**config.mk**
```make
export PLATFORM = sky130hd
export DESIGN_NAME = rv_id_ex_stage_flat
export DESIGN_NICKNAME = d
export VERILOG_FILES = /design/src/rtl/rv_pkg.sv /design/src/rtl/rv_id_ex_stage_if.sv /design/src/rtl/rv_fwd_mux.sv /design/src/rtl/rv_id_ex_stage.sv /design/src/flat_wrapper.sv
export SDC_FILE = /design/constraint.sdc
export NUM_CORES = 1
export LEC_CHECK = 0
export CAP_MARGIN = 0
export CORE_MARGIN = 10
export CORE_UTILIZATION = 41
export DETAILED_ROUTE_END_ITERATION = 10
export PLACE_DENSITY = 0.86
export SETUP_SLACK_MARGIN = 0.3
export SLEW_MARGIN = 10
export SYNTH_ARGS = -nofsm -noshare
export SYNTH_HDL_FRONTEND = slang
export SYNTH_HIERARCHICAL = 1
export SYNTH_SLANG_ARGS = --single-unit
```
**constraint.sdc**
```tcl
create_clock -name clk_i -period 3.38 [get_ports clk_i]
set_clock_uncertainty 0.1 [all_clocks]
set_input_delay 0.338 -clock clk_i [delete_from_list [all_inputs] [get_ports clk_i]]
set_output_delay 0.338 -clock clk_i [all_outputs]
set_load 0.01 [all_outputs]
```
**src/rtl/rv_pkg.sv**
```systemverilog
// rtl/rv_pkg.sv - shared RISC-V pipeline types and constants
package rv_pkg;

  localparam int RV_XLEN       = 32;
  localparam int RV_REG_ADDR_W = 5;
  localparam int REG_X0        = 0;

  typedef enum logic [3:0] {
    OP_ADD  = 4'd0,
    OP_SUB  = 4'd1,
    OP_SLL  = 4'd2,
    OP_SLT  = 4'd3,
    OP_SLTU = 4'd4,
    OP_XOR  = 4'd5,
    OP_SRL  = 4'd6,
    OP_SRA  = 4'd7,
    OP_OR   = 4'd8,
    OP_AND  = 4'd9
  } alu_operations_e;

  typedef struct packed {
    alu_operations_e            alu_ctrl;
    logic [RV_REG_ADDR_W-1:0]   rs1_addr;
    logic [RV_REG_ADDR_W-1:0]   rs2_addr;
    logic [RV_XLEN-1:0]         rs1_data;
    logic [RV_XLEN-1:0]         rs2_data;
    logic [RV_XLEN-1:0]         imm;
    logic                       use_imm;
    logic [RV_REG_ADDR_W-1:0]   rd;
    logic                       reg_write;
  } id_ex_bundle_t;

endpackage

```
**src/rtl/rv_id_ex_stage_if.sv**
```systemverilog
// rtl/rv_id_ex_stage_if.sv - decode/execute/forwarding signal bundle for the ID/EX register
interface rv_id_ex_stage_if #(
  parameter int XLEN       = rv_pkg::RV_XLEN,
  parameter int REG_ADDR_W = rv_pkg::RV_REG_ADDR_W
) ();
  import rv_pkg::*;

  logic                  flush_i;
  logic                  id_valid_i;
  logic                  id_ready_o;
  alu_operations_e       id_alu_ctrl_i;
  logic [REG_ADDR_W-1:0] id_rs1_addr_i;
  logic [REG_ADDR_W-1:0] id_rs2_addr_i;
  logic [XLEN-1:0]       id_rs1_data_i;
  logic [XLEN-1:0]       id_rs2_data_i;
  logic [XLEN-1:0]       id_imm_i;
  logic                  id_use_imm_i;
  logic [REG_ADDR_W-1:0] id_rd_addr_i;
  logic                  id_reg_write_i;

  logic                  ex_valid_o;
  logic                  ex_ready_i;
  alu_operations_e       alu_ctrl_o;
  logic [XLEN-1:0]       operand_a_o;
  logic [XLEN-1:0]       operand_b_o;
  logic [XLEN-1:0]       store_data_o;
  logic [REG_ADDR_W-1:0] rd_addr_o;
  logic                  reg_write_o;

  logic                  mem_fwd_valid_i;
  logic [REG_ADDR_W-1:0] mem_fwd_rd_i;
  logic [XLEN-1:0]       mem_fwd_data_i;
  logic                  wb_fwd_valid_i;
  logic [REG_ADDR_W-1:0] wb_fwd_rd_i;
  logic [XLEN-1:0]       wb_fwd_data_i;

  modport slave (
    input  flush_i, id_valid_i, id_alu_ctrl_i, id_rs1_addr_i, id_rs2_addr_i,
           id_rs1_data_i, id_rs2_data_i, id_imm_i, id_use_imm_i, id_rd_addr_i,
           id_reg_write_i, ex_ready_i,
           mem_fwd_valid_i, mem_fwd_rd_i, mem_fwd_data_i,
           wb_fwd_valid_i, wb_fwd_rd_i, wb_fwd_data_i,
    output id_ready_o, ex_valid_o, alu_ctrl_o, operand_a_o, operand_b_o,
           store_data_o, rd_addr_o, reg_write_o
  );

  modport master (
    output flush_i, id_valid_i, id_alu_ctrl_i, id_rs1_addr_i, id_rs2_addr_i,
           id_rs1_data_i, id_rs2_data_i, id_imm_i, id_use_imm_i, id_rd_addr_i,
           id_reg_write_i, ex_ready_i,
           mem_fwd_valid_i, mem_fwd_rd_i, mem_fwd_data_i,
           wb_fwd_valid_i, wb_fwd_rd_i, wb_fwd_data_i,
    input  id_ready_o, ex_valid_o, alu_ctrl_o, operand_a_o, operand_b_o,
           store_data_o, rd_addr_o, reg_write_o
  );

endinterface

```
**src/rtl/rv_fwd_mux.sv**
```systemverilog
// rtl/rv_fwd_mux.sv - per-source operand forwarding select (MEM over WB over register file)
module rv_fwd_mux
  import rv_pkg::*;
#(
  parameter int XLEN       = RV_XLEN,
  parameter int REG_ADDR_W = RV_REG_ADDR_W
) (
  input  logic [REG_ADDR_W-1:0] i_src_addr,
  input  logic [XLEN-1:0]       i_src_data,
  input  logic                  i_mem_valid,
  input  logic [REG_ADDR_W-1:0] i_mem_rd,
  input  logic [XLEN-1:0]       i_mem_data,
  input  logic                  i_wb_valid,
  input  logic [REG_ADDR_W-1:0] i_wb_rd,
  input  logic [XLEN-1:0]       i_wb_data,
  output logic [XLEN-1:0]       o_data
);

  logic w_src_nz;
  logic w_mem_hit;
  logic w_wb_hit;

  // x0 is hardwired zero, so a producer "writing" it must never be forwarded.
  assign w_src_nz  = (i_src_addr != REG_ADDR_W'(REG_X0));
  assign w_mem_hit = i_mem_valid && (i_mem_rd == i_src_addr) && w_src_nz;
  assign w_wb_hit  = i_wb_valid  && (i_wb_rd  == i_src_addr) && w_src_nz;

  always_comb begin
    o_data = i_src_data;
    if (w_mem_hit) begin
      o_data = i_mem_data;
    end else if (w_wb_hit) begin
      o_data = i_wb_data;
    end
  end

endmodule

```
**src/rtl/rv_id_ex_stage.sv**
```systemverilog
// rtl/rv_id_ex_stage.sv - ID/EX pipeline register with valid/ready handshake, flush and operand forwarding
module rv_id_ex_stage
  import rv_pkg::*;
#(
  parameter int XLEN       = RV_XLEN,
  parameter int REG_ADDR_W = RV_REG_ADDR_W
) (
  input logic             clk_i,
  input logic             rst_i,
  rv_id_ex_stage_if.slave bus
);

  id_ex_bundle_t   r_bundle;
  logic            r_valid;

  id_ex_bundle_t   w_id_bundle;
  logic            w_ready;
  logic            w_accept;
  logic            w_drain;
  logic [XLEN-1:0] w_rs1_fwd;
  logic [XLEN-1:0] w_rs2_fwd;

  assign w_ready  = !r_valid || bus.ex_ready_i;
  assign w_accept = bus.id_valid_i && w_ready && !bus.flush_i;
  assign w_drain  = r_valid && bus.ex_ready_i;

  assign w_id_bundle = '{
    alu_ctrl:  bus.id_alu_ctrl_i,
    rs1_addr:  bus.id_rs1_addr_i,
    rs2_addr:  bus.id_rs2_addr_i,
    rs1_data:  bus.id_rs1_data_i,
    rs2_data:  bus.id_rs2_data_i,
    imm:       bus.id_imm_i,
    use_imm:   bus.id_use_imm_i,
    rd:        bus.id_rd_addr_i,
    reg_write: bus.id_reg_write_i
  };

  // While stalled, fold forwarded values back into the stored operands so a
  // producer that leaves MEM/WB during the stall is not lost.
  always_ff @(posedge clk_i or posedge rst_i) begin
    if (rst_i) begin
      r_valid  <= 1'b0;
      r_bundle <= '0;
    end else if (bus.flush_i) begin
      r_valid <= 1'b0;
    end else if (w_accept) begin
      r_valid  <= 1'b1;
      r_bundle <= w_id_bundle;
    end else if (w_drain) begin
      r_valid <= 1'b0;
    end else if (r_valid) begin
      r_bundle.rs1_data <= w_rs1_fwd;
      r_bundle.rs2_data <= w_rs2_fwd;
    end
  end

  rv_fwd_mux #(.XLEN(XLEN), .REG_ADDR_W(REG_ADDR_W)) u_fwd_rs1 (
    .i_src_addr  (r_bundle.rs1_addr),
    .i_src_data  (r_bundle.rs1_data),
    .i_mem_valid (bus.mem_fwd_valid_i),
    .i_mem_rd    (bus.mem_fwd_rd_i),
    .i_mem_data  (bus.mem_fwd_data_i),
    .i_wb_valid  (bus.wb_fwd_valid_i),
    .i_wb_rd     (bus.wb_fwd_rd_i),
    .i_wb_data   (bus.wb_fwd_data_i),
    .o_data      (w_rs1_fwd)
  );

  rv_fwd_mux #(.XLEN(XLEN), .REG_ADDR_W(REG_ADDR_W)) u_fwd_rs2 (
    .i_src_addr  (r_bundle.rs2_addr),
    .i_src_data  (r_bundle.rs2_data),
    .i_mem_valid (bus.mem_fwd_valid_i),
    .i_mem_rd    (bus.mem_fwd_rd_i),
    .i_mem_data  (bus.mem_fwd_data_i),
    .i_wb_valid  (bus.wb_fwd_valid_i),
    .i_wb_rd     (bus.wb_fwd_rd_i),
    .i_wb_data   (bus.wb_fwd_data_i),
    .o_data      (w_rs2_fwd)
  );

  assign bus.id_ready_o   = w_ready;
  assign bus.ex_valid_o   = r_valid;
  assign bus.alu_ctrl_o   = r_bundle.alu_ctrl;
  assign bus.operand_a_o  = w_rs1_fwd;
  assign bus.operand_b_o  = r_bundle.use_imm ? r_bundle.imm : w_rs2_fwd;
  assign bus.store_data_o = w_rs2_fwd;
  assign bus.rd_addr_o    = r_bundle.rd;
  assign bus.reg_write_o  = r_bundle.reg_write && r_valid;

endmodule

```
**src/flat_wrapper.sv**
```systemverilog
// flat-port wrapper written by rule: the top's interface ports become plain ports
module rv_id_ex_stage_flat import rv_pkg::*;
#(
  parameter int XLEN       = RV_XLEN,
  parameter int REG_ADDR_W = RV_REG_ADDR_W
)
  (clk_i, rst_i, bus_flush_i, bus_id_valid_i, bus_id_alu_ctrl_i, bus_id_rs1_addr_i, bus_id_rs2_addr_i, bus_id_rs1_data_i, bus_id_rs2_data_i, bus_id_imm_i, bus_id_use_imm_i, bus_id_rd_addr_i, bus_id_reg_write_i, bus_ex_ready_i, bus_mem_fwd_valid_i, bus_mem_fwd_rd_i, bus_mem_fwd_data_i, bus_wb_fwd_valid_i, bus_wb_fwd_rd_i, bus_wb_fwd_data_i, bus_id_ready_o, bus_ex_valid_o, bus_alu_ctrl_o, bus_operand_a_o, bus_operand_b_o, bus_store_data_o, bus_rd_addr_o, bus_reg_write_o);
  rv_id_ex_stage_if #(.XLEN(XLEN), .REG_ADDR_W(REG_ADDR_W)) bus_i ();
  input logic clk_i;
  input logic rst_i;
  input wire logic [$bits(bus_i.flush_i)-1:0] bus_flush_i;
  input wire logic [$bits(bus_i.id_valid_i)-1:0] bus_id_valid_i;
  input wire logic [$bits(bus_i.id_alu_ctrl_i)-1:0] bus_id_alu_ctrl_i;
  input wire logic [$bits(bus_i.id_rs1_addr_i)-1:0] bus_id_rs1_addr_i;
  input wire logic [$bits(bus_i.id_rs2_addr_i)-1:0] bus_id_rs2_addr_i;
  input wire logic [$bits(bus_i.id_rs1_data_i)-1:0] bus_id_rs1_data_i;
  input wire logic [$bits(bus_i.id_rs2_data_i)-1:0] bus_id_rs2_data_i;
  input wire logic [$bits(bus_i.id_imm_i)-1:0] bus_id_imm_i;
  input wire logic [$bits(bus_i.id_use_imm_i)-1:0] bus_id_use_imm_i;
  input wire logic [$bits(bus_i.id_rd_addr_i)-1:0] bus_id_rd_addr_i;
  input wire logic [$bits(bus_i.id_reg_write_i)-1:0] bus_id_reg_write_i;
  input wire logic [$bits(bus_i.ex_ready_i)-1:0] bus_ex_ready_i;
  input wire logic [$bits(bus_i.mem_fwd_valid_i)-1:0] bus_mem_fwd_valid_i;
  input wire logic [$bits(bus_i.mem_fwd_rd_i)-1:0] bus_mem_fwd_rd_i;
  input wire logic [$bits(bus_i.mem_fwd_data_i)-1:0] bus_mem_fwd_data_i;
  input wire logic [$bits(bus_i.wb_fwd_valid_i)-1:0] bus_wb_fwd_valid_i;
  input wire logic [$bits(bus_i.wb_fwd_rd_i)-1:0] bus_wb_fwd_rd_i;
  input wire logic [$bits(bus_i.wb_fwd_data_i)-1:0] bus_wb_fwd_data_i;
  output wire logic [$bits(bus_i.id_ready_o)-1:0] bus_id_ready_o;
  output wire logic [$bits(bus_i.ex_valid_o)-1:0] bus_ex_valid_o;
  output wire logic [$bits(bus_i.alu_ctrl_o)-1:0] bus_alu_ctrl_o;
  output wire logic [$bits(bus_i.operand_a_o)-1:0] bus_operand_a_o;
  output wire logic [$bits(bus_i.operand_b_o)-1:0] bus_operand_b_o;
  output wire logic [$bits(bus_i.store_data_o)-1:0] bus_store_data_o;
  output wire logic [$bits(bus_i.rd_addr_o)-1:0] bus_rd_addr_o;
  output wire logic [$bits(bus_i.reg_write_o)-1:0] bus_reg_write_o;
  assign bus_i.flush_i = bus_flush_i;
  assign bus_i.id_valid_i = bus_id_valid_i;
  assign bus_i.id_alu_ctrl_i = bus_id_alu_ctrl_i;
  assign bus_i.id_rs1_addr_i = bus_id_rs1_addr_i;
  assign bus_i.id_rs2_addr_i = bus_id_rs2_addr_i;
  assign bus_i.id_rs1_data_i = bus_id_rs1_data_i;
  assign bus_i.id_rs2_data_i = bus_id_rs2_data_i;
  assign bus_i.id_imm_i = bus_id_imm_i;
  assign bus_i.id_use_imm_i = bus_id_use_imm_i;
  assign bus_i.id_rd_addr_i = bus_id_rd_addr_i;
  assign bus_i.id_reg_write_i = bus_id_reg_write_i;
  assign bus_i.ex_ready_i = bus_ex_ready_i;
  assign bus_i.mem_fwd_valid_i = bus_mem_fwd_valid_i;
  assign bus_i.mem_fwd_rd_i = bus_mem_fwd_rd_i;
  assign bus_i.mem_fwd_data_i = bus_mem_fwd_data_i;
  assign bus_i.wb_fwd_valid_i = bus_wb_fwd_valid_i;
  assign bus_i.wb_fwd_rd_i = bus_wb_fwd_rd_i;
  assign bus_i.wb_fwd_data_i = bus_wb_fwd_data_i;
  assign bus_id_ready_o = bus_i.id_ready_o;
  assign bus_ex_valid_o = bus_i.ex_valid_o;
  assign bus_alu_ctrl_o = bus_i.alu_ctrl_o;
  assign bus_operand_a_o = bus_i.operand_a_o;
  assign bus_operand_b_o = bus_i.operand_b_o;
  assign bus_store_data_o = bus_i.store_data_o;
  assign bus_rd_addr_o = bus_i.rd_addr_o;
  assign bus_reg_write_o = bus_i.reg_write_o;
  rv_id_ex_stage #(.XLEN(XLEN), .REG_ADDR_W(REG_ADDR_W)) u_core (.clk_i(clk_i), .rst_i(rst_i), .bus(bus_i));
endmodule
```
Word-level counts from Yosys, hierarchy flattened
Index checks and enable logic that the tools add are counted.
{"block": "totals", "reg_bits": 118, "output_inout_bits": 108, "inputBits": 198}
{"block": "op_classes", "muxes": 11, "bitwise": 1, "n_reduce_logical": 21, "n_eq_ne": 5}
{"operator": "2-to-1 mux 64 bit", "count": 3}
{"operator": "2-to-1 mux 32 bit", "count": 5}
{"operator": "equality test 5 bit", "count": 4}
{"operator": "logical AND 1 bit", "count": 12}
{"operator": "nonzero test 5 bit", "count": 2}
{"operator": "2-to-1 mux 1 bit", "count": 3}
{"operator": "AND reduction 3 bit", "count": 1}
{"operator": "nonzero test 3 bit", "count": 1}
{"operator": "logical NOT 1 bit", "count": 2}
{"operator": "inequality test 2 x 1 -> 1 bit (second input constant)", "count": 1}
{"operator": "AND reduction 2 bit", "count": 1}
{"operator": "nonzero test 2 bit", "count": 1}
{"operator": "logical OR 1 bit", "count": 1}
{"operator": "NOT 1 bit", "count": 1}

Longest topological paths before layout
{"block": "logic_depth", "depth_word": 8, "mapped_depth": 9, "mapped_depth_nobuf": 7}

Cells and area by module
The synthesis kept the hierarchy.
{"module": "rv_id_ex_stage", "area_each_um2": 6058.3, "instances": 1, "seq_area_each_um2": 2952.8, "cells_per_inst": 463}
{"module": "rv_fwd_mux", "area_each_um2": 1153.6, "instances": 2, "seq_area_each_um2": 0.0, "cells_per_inst": 198}

Worst setup path after synthesis
No wires, ideal clock.
{"block": "synth_timing", "kind": "register to output", "from": "register u_core/r_bundle[105] (netlist name)", "to": "output bus_operand_b_o[11]", "required_time_ns": 2.942, "path_stages_with_launch": 7, "arrival_ns": 2.068, "slack_ns": 0.874, "n_path_buf": 1, "cell_sequence": "dfrtp_1 > or4_4 > o211ai_4 > buf_6 > o21ai_0 > a31oi_1 > mux2_2"}
{"block": "synth_between", "elab_chain_cells": 6, "elab_cells_between_ends": 10}
{"item": "start: declaration", "line_no": "rv_id_ex_stage.sv:13", "source": "id_ex_bundle_t r_bundle;"}
{"item": "start signal: assignment", "line_no": "rv_id_ex_stage.sv:49", "source": "r_bundle <= w_id_bundle;"}
{"item": "equality test 5 bit", "line_no": "rv_fwd_mux.sv:26", "source": "assign w_wb_hit = i_wb_valid && (i_wb_rd == i_src_addr) && w_src_nz;"}
{"item": "logical AND 1 bit (2 in series)", "line_no": "rv_fwd_mux.sv:26"}
{"item": "2-to-1 mux 32 bit", "line_no": "rv_fwd_mux.sv:32", "source": "end else if (w_wb_hit) begin"}
{"item": "2-to-1 mux 32 bit *", "line_no": "rv_fwd_mux.sv:30", "source": "if (w_mem_hit) begin"}
{"item": "net bus_store_data_o[11]", "line_no": "flat_wrapper.sv:34", "source": "output wire logic [$bits(bus_i.store_data_o)-1:0] bus_store_data_o;"}
{"item": "2-to-1 mux 32 bit *", "line_no": "rv_id_ex_stage.sv:86", "source": "assign bus.operand_b_o = r_bundle.use_imm ? r_bundle.imm : w_rs2_fwd;"}
{"item": "end: declaration", "line_no": "flat_wrapper.sv:33", "source": "output wire logic [$bits(bus_i.operand_b_o)-1:0] bus_operand_b_o;"}
Mark *: on every way through the listed nets, which the timed path passes. The rest lies on a longest branch.

Worst setup path after layout
{"block": "layout_timing", "from": "register u_core/r_bundle[107] (netlist name)", "to": "output bus_operand_b_o[10]"}
{"block": "layout_between", "elab_chain_cells": 6, "elab_cells_between_ends": 10}
{"item": "equality test 5 bit", "line_no": "rv_fwd_mux.sv:26"}
{"item": "logical AND 1 bit (2 in series)", "line_no": "rv_fwd_mux.sv:26"}
{"item": "2-to-1 mux 32 bit", "line_no": "rv_fwd_mux.sv:32"}
{"item": "2-to-1 mux 32 bit *", "line_no": "rv_fwd_mux.sv:30"}
{"item": "2-to-1 mux 32 bit *", "line_no": "rv_id_ex_stage.sv:86"}
Every way passes the cells marked *; elsewhere a longest branch is shown, timed or not.

==> impl_metrics.yaml <==
worst_setup_path:
  cpMaxStageDelayCell: "or4_4"
  endpoint: "bus_operand_b_o[10]"
  worstPathRequired_ns: 2.94
  slowest_delay_ns: 0.56
  cp_num_buf_inv: 5
  reg2reg_slack_ns: 0.57
  cp_max_fo: 7
  r2r_end: "u_core/r_bundle[41]"
  worst_r2r_startpoint: "u_core/r_bundle[107]"
  cp-end-kind: "output port"
  r2r.worst_path.cells: 12
  cp.depth: 10
  crit_start: "u_core/r_bundle[107]"
  cp_top_family: "simple AND/OR/NAND/NOR gates"
  crit_path_cell_trace: "or4_4 -> o211ai_4 -> buf_8 -> buf_12 -> buf_16 -> or3_1 -> a31oi_2 -> buf_4 -> mux2_4 -> buf_6"
  critPathLaunchType: "flip-flop"
  crit_arrival_ns: 2.79
  critPathKind: "flip-flop to output port"
global_routing:
  grt_remaining_overflow: 0
  grt_pass1_vias: 8927
  grt_antenna_before_repair: 2
  grt_pass1_wl_um: 52500
  grt_max_degree: 119
  grt_use_total_pct: 25.0
logic_synthesis:
  synth_seq_cells: 118
  avgSynthCellArea_sq_um: 9.74
  syn_nets: 1057
  yosys_warnings: 6
  syn_area_sq_mm: 0.00837
  syn-instance-count: 859
  synthDistinctLibCells: 28
  ys_seq_area_share_pct: 35.3
power:
  clkPwrFrac_pct: 29.1
  combPwrFrac_pct: 41.0
  power_frac_seq_pct: 29.9
  p_leak_uw: 0.00552
  p_sw_share_pct: 34.5
  powerDensity_mw_per_mm2: 480
  ir_drop_mv: 0.332
  p_sw_uw: 2120
  p_int_uw: 4030
sta:
  worst_slack_ns: 0.153
  finalSetupViolCount: 0
  slew_headroom_pct: 32.5
  drv_slew: 0
  final.min_clock_period_ns: 3.23
  fin_crit_sh_pct: 95.5
  rsz0062_at_grt: "yes"
  final-hold-violation-count: 0
  final.setup.tns_ns: 0
  tightest_slew_ns: 1.01
  fmax_mhz: 310
layout:
  final_util_pct: 63.5
  syn_to_final_growth_pct: 53.1
  nNetsFinal: 1362
  fillCellCount: 1578
  drive_gt1_share_pct: 29.7
  fin_cells: 1449
  finalInstanceArea_sq_mm: 0.0128
clock_network:
  cts.htree.levels: 4
  cts_max_path_buffers: 2
  cts_tree: "yes"
  clkSlewWorstSetupHoldPaths_ns: 0.06
  cts-root-buf: "clkbuf_16"
  clk-insertion-delay-late_ns: 0.41
  clkSinkCount: 118
  ctsHoldBuffers: 0
  cts_made_buffers: 17
die:
  die_y_um: 163
  core_area_sq_mm: 0.0202
  die_area_sq_mm: 0.0265
  initial_core_util_pct: 41.5
  rows: 52
  dieWidth_um: 163
  ios: 306
detailed_routing:
  wl_met3_um: 3640
  via_per_inst: 6.22
  wire_per_inst_um: 25.3
  wl_met1_um: 13900
  firstDrtPassIters: 5
  drt-total-wl_um: 36600
  dr.max_layer_used: "met4"
  drtIter0Drc: 1001
  dr_total_vias: 9019
  remaining_drc_errors: 0
  route.met2.wl_um: 17400
  ant_nets: 0
placement:
  placedInstanceArea_sq_mm: 0.0115
  numPlacedInstances: 1369
  port_buffers: 305
  hpwl_um: 22900
  routabilityCongestion: 0.873
  dp_slack_ns: 0.0717
job:
  maxCapViolCount: 0
worst_hold_path:
  min_path_type: "input port to asynchronous set/reset pin"
status:
  status: "finished clean"
## timing repair
item                       in CTS  in global routing
setup buffers                  21                 17
setup endpoints to repair      96                 92
gates cloned                    5                  3
pin swaps                      27                 31
gates resized for setup       192                193
hold endpoints to repair        0                  0
## flip-flops by register name, indices dropped and copies added, names as in the netlist
| register | cells |
|---|---|
| u_core/bus.rd_addr_o | 5 |
| u_core/bus.alu_ctrl_o | 4 |
| u_core/r_bundle | 108 |
| u_core/bus.ex_valid_o | 1 |
## layout by cell type (no fill, tap or decap), drive strengths merged, types with 3 or more instances in the layout
cell type and count:
a31oi 128, o21ai 64, and3b 64, buf 110
nor3 64, clkbuf 59, clkinvlp 8, mux2 85
clkdlybuf4s50 206, dlygate4sd2 20, inv 69, nand4 4
clkdlybuf4s15 11, xnor2 20, o2bb2ai 64, o211ai 4
dfrtp 118, or3 64, clkinv 3
## kinds of logic (layout without fill, tap and decap cells)
logic type | after synthesis | count (layout) | share of synthesized area (%)
AO/OA/AOI/OAI | 261 | 261 | 21.2
AND/OR/NAND/NOR | 203 | 203 | 16.7
buffers and inverters | 172 | 490 | 11.0
flip-flops | 118 | 118 | 35.3
multiplexers | 85 | 85 | 13.7
XOR/XNOR | 20 | 20 | 2.09
other | 0 | 2 | 0
## power groups by stage
stage / clock network (uW) / logic (uW) / registers, uW
after floorplan: 0 / 1220 / 1770
after global placement: 0 / 2260 / 1830
final: 1790 / 2520 / 1840
after global routing: 1860 / 2660 / 1850
after CTS: 1800 / 2330 / 1820
after detailed placement: 0 / 2300 / 1840
## final cells by class
type	instances	area (sq um)	area share, %
diodes	2	5.00	0.0391
clock buffers	18	439	3.43
clock inverters	14	128	0.996
inverters	67	255	1.99
multi-input cells	569	4890	38.2
flip-flops and latches	118	2960	23.1
well taps	270	338	2.64
repair buffers	391	3790	29.6
## through the flow
stage / hold slack (ns) / total power (uW)
after floorplan: 0.350 / 2990
after global routing: 0.391 / 6380
final: 0.341 / 6150
after global placement: 0.365 / 4090
after detailed placement: 0.370 / 4150
after CTS: 0.385 / 5950
## worst min path at each step
stage	startpoint	endpoint	slack [ns]
floorplan	u_core/r_bundle[101]	u_core/r_bundle[101]	0.35
global placement	u_core/r_bundle[69]	u_core/r_bundle[69]	0.37
detailed placement	u_core/r_bundle[101]	u_core/r_bundle[101]	0.37
CTS	u_core/r_bundle[82]	u_core/r_bundle[82]	0.39
global route	u_core/r_bundle[82]	u_core/r_bundle[82]	0.39
finish	rst_i	u_core/bus.alu_ctrl_o[3]	0.34
## worst reg2reg max path: stages, from the launching register on
cell and delay, ns:
dfrtp_2 0.43, or4_4 0.56, o211ai_4 0.23, buf_8 0.16, buf_12 0.12, buf_16 0.13, buf_6 0.11, or3_2 0.10
a31oi_1 0.09, buf_4 0.15, and3b_1 0.17, a31oi_1 0.21, o2bb2ai_1 0.11
## synthesized netlist by cell type, drive strengths merged
master     n  area share (%)
or2        2            0.15
xnor2     20             2.1
nor3      64             3.8
o21bai     1           0.090
o21ai     64             3.8
or3       64             4.9
o211ai     4             1.0
o2bb2ai   64             6.7
nor2b      1            0.16
or4        2            0.27
clkbuf    36             1.7
and2       1           0.075
mux2      85              14
nor3b      1            0.15
nand4      4            0.45
buf       69             6.3
inv       67             3.0
a31oi    128             9.6
and3b     64             6.7
dfrtp    118              35
## layer usage
layer / track usage [%] / up-vias
li1: - / 3822
met2: 41.4 / 693
met3: 7.03 / 133
met4: 10.0 / 0
met1: 30.0 / 4371
met5: 0 / -
Note: power is estimated with default switching activity, not from simulation.
